$ cat config.mk
export PLATFORM = sky130hd
export DESIGN_NAME = fetch_unit
export DESIGN_NICKNAME = d
export VERILOG_FILES = /design/src/rtl/fetch_pkg.sv /design/src/rtl/fetch_skid_buffer.sv /design/src/rtl/fetch_unit.sv
export SDC_FILE = /design/constraint.sdc
export NUM_CORES = 1
export LEC_CHECK = 0
export BUFFER_PORTS_ARGS = -buffer_cell sky130_fd_sc_hd__buf_2
export CORE_MARGIN = 2
export CORE_UTILIZATION = 40
export DETAILED_ROUTE_END_ITERATION = 8
export GPL_TIMING_DRIVEN = 0
export PLACE_DENSITY = 0.69
export RECOVER_POWER = 50
export SLEW_MARGIN = 10
export SYNTH_ARGS = -nofsm -noshare
export SYNTH_HDL_FRONTEND = slang
export SYNTH_SLANG_ARGS = --single-unit
$ cat constraint.sdc
create_clock -name clk -period 5.8 [get_ports clk]
set_input_delay 1.16 -clock clk [delete_from_list [all_inputs] [get_ports clk]]
set_output_delay 1.16 -clock clk [all_outputs]
set_load 0.05 [all_outputs]
$ cat src/rtl/fetch_pkg.sv
// fetch_pkg: constants and types shared by the fetch unit and the decode stage.
//   PC_STEP          - byte increment between sequential instruction words
//   FETCH_BUF_DEPTH  - depth of the fetch output buffer
//   RESET_PC_DEFAULT - default first fetch address after reset
//   fetch_entry_t    - {instr, pc} record handed from fetch to decode
//   pc_wrap_next     - sequential next pc, wrapping at the end of instruction memory
package fetch_pkg;

  localparam int unsigned PC_STEP          = 4;
  localparam int unsigned FETCH_BUF_DEPTH  = 2;
  localparam logic [31:0] RESET_PC_DEFAULT = 32'h0000_0000;

  typedef struct packed {
    logic [31:0] instr;
    logic [31:0] pc;
  } fetch_entry_t;

  // limit is the memory size in bytes; the address equal to it wraps to zero.
  function automatic logic [31:0] pc_wrap_next(input logic [31:0] pc,
                                               input logic [31:0] limit);
    logic [31:0] nxt;
    nxt = pc + 32'(PC_STEP);
    return (nxt == limit) ? 32'h0 : nxt;
  endfunction

endpackage

$ cat src/rtl/fetch_skid_buffer.sv
// fetch_skid_buffer: two-entry FIFO between instruction memory and decode.
// The head entry is held in a register so the outputs are glitch-free.
//   clk, reset     - clock, synchronous active-high reset
//   push_i         - write push_entry_i at the tail
//   push_entry_i   - {instr, pc} to store
//   pop_i          - head consumed this cycle
//   flush_i        - discard all entries (push/pop ignored)
//   count_o        - occupancy 0..2
//   head_o         - oldest entry (meaningful when count_o != 0)
module fetch_skid_buffer
  import fetch_pkg::*;
(
  input  logic         clk,
  input  logic         reset,
  input  logic         push_i,
  input  fetch_entry_t push_entry_i,
  input  logic         pop_i,
  input  logic         flush_i,
  output logic [1:0]   count_o,
  output fetch_entry_t head_o
);

  localparam logic [1:0] FULL = 2'(FETCH_BUF_DEPTH);

  fetch_entry_t slot0_q, slot0_d;
  fetch_entry_t slot1_q, slot1_d;
  logic [1:0]   count_q, count_d;

  always_comb begin
    slot0_d = slot0_q;
    slot1_d = slot1_q;
    count_d = count_q;
    if (flush_i) begin
      count_d = 2'd0;
    end else begin
      case ({push_i, pop_i})
        2'b10: begin
          if (count_q == 2'd0) slot0_d = push_entry_i;
          else                 slot1_d = push_entry_i;
          count_d = count_q + 2'd1;
        end
        2'b01: begin
          slot0_d = slot1_q;
          count_d = count_q - 2'd1;
        end
        2'b11: begin
          // Occupancy unchanged; the new entry lands behind whatever remains.
          if (count_q == FULL) begin
            slot0_d = slot1_q;
            slot1_d = push_entry_i;
          end else begin
            slot0_d = push_entry_i;
          end
        end
        default: ;
      endcase
    end
  end

  always_ff @(posedge clk) begin
    if (reset) begin
      count_q <= 2'd0;
      slot0_q <= '0;
      slot1_q <= '0;
    end else begin
      count_q <= count_d;
      slot0_q <= slot0_d;
      slot1_q <= slot1_d;
    end
  end

  assign count_o = count_q;
  assign head_o  = slot0_q;

endmodule

$ cat src/rtl/fetch_unit.sv
// fetch_unit: sequential instruction fetch with redirect support.
// Issues one address per cycle to a one-cycle-latency instruction memory
// and buffers returning words in a two-entry FIFO toward decode.
//   clk, reset      - clock, synchronous active-high reset
//   imem_addr       - byte address to instruction memory (= pc)
//   imem_instr      - memory data, valid one cycle after the address
//   redirect_valid  - one-cycle branch/jump redirect request
//   redirect_pc     - redirect target byte address
//   out_valid       - out_instr/out_pc hold a fetched instruction
//   out_ready       - decode accepts the instruction
//   out_instr       - fetched instruction word
//   out_pc          - byte address of out_instr
module fetch_unit
  import fetch_pkg::*;
#(
  parameter logic [31:0] RESET_PC  = RESET_PC_DEFAULT,
  parameter int unsigned IMEM_SIZE = 128
) (
  input  logic        clk,
  input  logic        reset,
  output logic [31:0] imem_addr,
  input  logic [31:0] imem_instr,
  input  logic        redirect_valid,
  input  logic [31:0] redirect_pc,
  output logic        out_valid,
  input  logic        out_ready,
  output logic [31:0] out_instr,
  output logic [31:0] out_pc
);

  localparam logic [31:0] PC_LIMIT = 32'(IMEM_SIZE * PC_STEP);

  logic [31:0]  pc_q, pc_d;
  logic         inflight_q, inflight_d;
  logic [31:0]  inflight_pc_q, inflight_pc_d;
  logic [1:0]   count;
  fetch_entry_t head;
  fetch_entry_t push_entry;
  logic         pop;
  logic         issue;
  logic [2:0]   occupancy;
  logic [31:0]  redirect_target;

  assign pop = out_valid && out_ready;

  // Slots committed after this cycle: buffered + returning - leaving.
  // Issuing only while this is below 2 means a push never finds the buffer full.
  assign occupancy = {1'b0, count} + {2'b00, inflight_q} - {2'b00, pop};
  assign issue     = (occupancy < 3'd2) && !redirect_valid;

  assign redirect_target = (redirect_pc & ~32'h3) % PC_LIMIT;

  always_comb begin
    pc_d          = pc_q;
    inflight_d    = 1'b0;
    inflight_pc_d = inflight_pc_q;
    if (redirect_valid) begin
      pc_d = redirect_target;
    end else if (issue) begin
      pc_d          = pc_wrap_next(pc_q, PC_LIMIT);
      inflight_d    = 1'b1;
      inflight_pc_d = pc_q;
    end
  end

  always_ff @(posedge clk) begin
    if (reset) begin
      pc_q          <= RESET_PC;
      inflight_q    <= 1'b0;
      inflight_pc_q <= 32'h0;
    end else begin
      pc_q          <= pc_d;
      inflight_q    <= inflight_d;
      inflight_pc_q <= inflight_pc_d;
    end
  end

  assign imem_addr = pc_q;

  assign push_entry.instr = imem_instr;
  assign push_entry.pc    = inflight_pc_q;

  // A redirect flushes the buffer and drops the word returning this cycle,
  // which belongs to the abandoned path.
  fetch_skid_buffer u_buf (
    .clk         (clk),
    .reset       (reset),
    .push_i      (inflight_q && !redirect_valid),
    .push_entry_i(push_entry),
    .pop_i       (pop),
    .flush_i     (redirect_valid),
    .count_o     (count),
    .head_o      (head)
  );

  assign out_valid = (count != 2'd0);
  assign out_instr = head.instr;
  assign out_pc    = head.pc;

endmodule

==> impl_metrics.yaml <==
outcome:
  status: "completed"
cts:
  htree_levels: 4
  numCtsBuffers: 17
  clock_path_buffers: 2
  post_cts_resize_count: 0
  cts-hold-fix-buffers: 0
  cts.sinks: 195
  root_buffer: "clkbuf_16"
  path_clk_slew_ps: 70
  post_cts_buffers: 0
  clk_latency_ps: 430
  cts_tree: "built"
layout:
  n_antenna_cell: 0
  fillers: 2112
  stdcell_count: 1461
  layout-drive-gt1-share: 0.0991
  nets: 1253
  syn2layout_area_growth_pct: 18.3
die:
  start_util: 0.410
  die_y_um: 148
  num_rows: 52
  die_w_um: 148
  fp.coreArea_um2: 20400
  die-area_um2: 22000
  ios: 165
global_route:
  grt_start_max_net_pins: 17
  grtUsageTotal: 0.197
  grt_pass1_wl_um: 35000
  grt_pass1_vias: 6953
  antenna_found_initial: 0
  grt_overflow: 0
worst_setup_path:
  cp_data_arrival_time_ps: 3820
  cp.required_ps: 6150
  reg2reg_slack_ps: 2500
  crit_path_max_fanout: 10
  crit_type: "input pin to flop"
  critPathLaunchType: "input pin"
  cp-end-kind: "flop"
timing:
  worst_pin_slew_ps: 985
  max_freq_mhz: 288
  setup_tns_ps: 0
  slew_viol_final: 0
  relSlewSlack: 0.339
  fin_crit_ps: 3470
  fin_skew_ps: 9.66
  grt_setup_unrepaired: "false"
  hold_violations: 0
  period_share: 0.599
  finalSetupViolCount: 0
logic_synthesis:
  synth_seq_area_share: 0.468
  async_flop_share: 0
  synth-seq-cells: 195
  synth_flop_cell: "dfxtp_1"
  synth_edf_count: 0
  avgSynthCellArea_um2: 8.18
  synth_cell_type_count: 54
  yosysWarnings: 0
  syn_area_um2: 8350
  syn_nets: 1095
  synth_cells: 1020
routing:
  drcViolationCount: 0
  dr_total_vias: 7564
  dr.first_iter.drc_count: 469
  firstDrtPassIters: 6
  drt_wl_total_um: 21900
  via_per_inst: 5.18
  drt-wirelength-per-cell_um: 15.0
  antenna_left: 0
power_and_ir_drop:
  vdd_drop_max_mv: 0.207
  power.leakage_uw: 0.00335
  power.density_nw_per_um2: 300
job:
  maxCapViolCount: 0
placed_design:
  hpwl_um: 15900
  io_buffers: 139
  place.gp.congestion: 0.847
  dp_cells: 1429
hold_path:
  hold_class: "flop to flop"
-- where the power goes --
group | internal, uW | switching, uW
logic | 80.4 | 252
clock network | 716 | 507
registers | 1380 | 28.5
-- cell usage after synthesis (3+ instances only) --
master,number,area [um^2]
nand2_1,221,830
dfxtp_1,195,3900
clkbuf_1,49,184
a22oi_1,65,488
nor4_1,3,18.8
o21a_1,3,22.5
and3_1,7,43.8
ha_1,6,75.1
and2_1,4,25.0
nand3_1,17,85.1
a31oi_1,3,18.8
buf_2,30,150
nor3_1,9,45.0
o21ai_1,3,15.0
xor2_1,23,201
xnor2_1,18,158
nor2_1,109,409
or3_1,3,18.8
a21oi_1,106,531
buf_6,3,33.8
nand4_1,19,119
a211oi_1,64,480
inv_1,12,45.0
mux2i_1,4,40.0
o21ai_0,4,20.0
-- layout by cell type (no fill, tap or decap), types with 7 or more instances in the layout --
cell type | netlist | routed
dfxtp_1 | 195 | 195
buf_2 | 30 | 65
and3_1 | 7 | 7
a211oi_1 | 64 | 64
xnor2_1 | 18 | 18
nand4_1 | 19 | 19
nor3_1 | 9 | 9
nand2_1 | 221 | 221
inv_1 | 12 | 12
clkbuf_1 | 49 | 154
xor2_1 | 23 | 23
a22oi_1 | 65 | 65
a21oi_1 | 106 | 106
nor2_1 | 109 | 109
nand3_1 | 17 | 17
clkbuf_16 | 0 | 17
-- state kept, by name, indices dropped and copies added, names as in the netlist --
name / cells
imem_addr: 32
inflight_pc_q: 32
inflight_q: 1
u_buf.count_o: 2
u_buf.head_o: 64
u_buf.slot1_q: 64
-- layout make-up --
| cell class | count | area, um^2 | area share |
|---|---|---|---|
| flip-flops and latches | 195 | 3900 | 0.395 |
| clock buffers | 21 | 470 | 0.0477 |
| plain buffers | 87 | 403 | 0.0408 |
| inverters | 13 | 48.8 | 0.00494 |
| multi-input cells | 725 | 3980 | 0.404 |
| well taps | 270 | 338 | 0.0342 |
| repair buffers | 139 | 573 | 0.0580 |
| clock inverters | 11 | 151 | 0.0153 |
-- metal layers --
layer,GRT usage,wire length [um],vias up
li1,-,-,3851
met1,0.271,10400,3496
met2,0.320,9970,193
met3,0.0328,1150,24
met4,0.0557,304,0
met5,0,0,-
-- metrics by stage --
| stage | util | hold slack (ps) | instance area, um^2 | setup slack [ps] | power, uW |
|---|---|---|---|---|---|
| floorplan | - | 436 | 8350 | 2430 | 1680 |
| global placement | 0.461 | 441 | 9380 | 1960 | 1780 |
| detailed placement | 0.461 | 447 | 9380 | 1880 | 1780 |
| CTS | 0.491 | 456 | 10000 | 2320 | 3000 |
| global route | 0.485 | 474 | 9870 | 2060 | 3070 |
| finish | 0.485 | 454 | 9870 | 2330 | 2970 |
-- worst max-delay path, stage by stage --
cell,delay (ps)
buf_2,100
nand2_1,160
inv_1,130
ha_1,290
nor2b_1,50
fa_1,370
xor2_1,220
nand2_1,200
nor2_1,520
clkbuf_1,370
nand2_1,120
a21oi_1,140
-- logic make-up (layout without fill, tap and decap cells) --
| family | count (synthesis) | count (layout) | synth area share |
|---|---|---|---|
| multiplexers | 4 | 4 | 0.00480 |
| flip-flops | 195 | 195 | 0.468 |
| AO/OA/AOI/OAI | 261 | 261 | 0.204 |
| AND/OR/NAND/NOR | 412 | 412 | 0.214 |
| XOR/XNOR | 41 | 41 | 0.0430 |
| adder cells (fa/ha/maj) | 7 | 7 | 0.0114 |
| buffers and inverters | 100 | 271 | 0.0550 |
-- path summary, 6_finish.rpt --
check | startpoint | endpoint | cells past startpoint
max reg2reg | u_buf.count_o[0] | inflight_pc_q[9] | 13
min | u_buf.slot1_q[0] | u_buf.slot1_q[0] | 2
max | out_ready | inflight_pc_q[9] | 12
min reg2reg | u_buf.slot1_q[0] | u_buf.slot1_q[0] | 2
No activity file was read; power rests on OpenSTA's default activity.
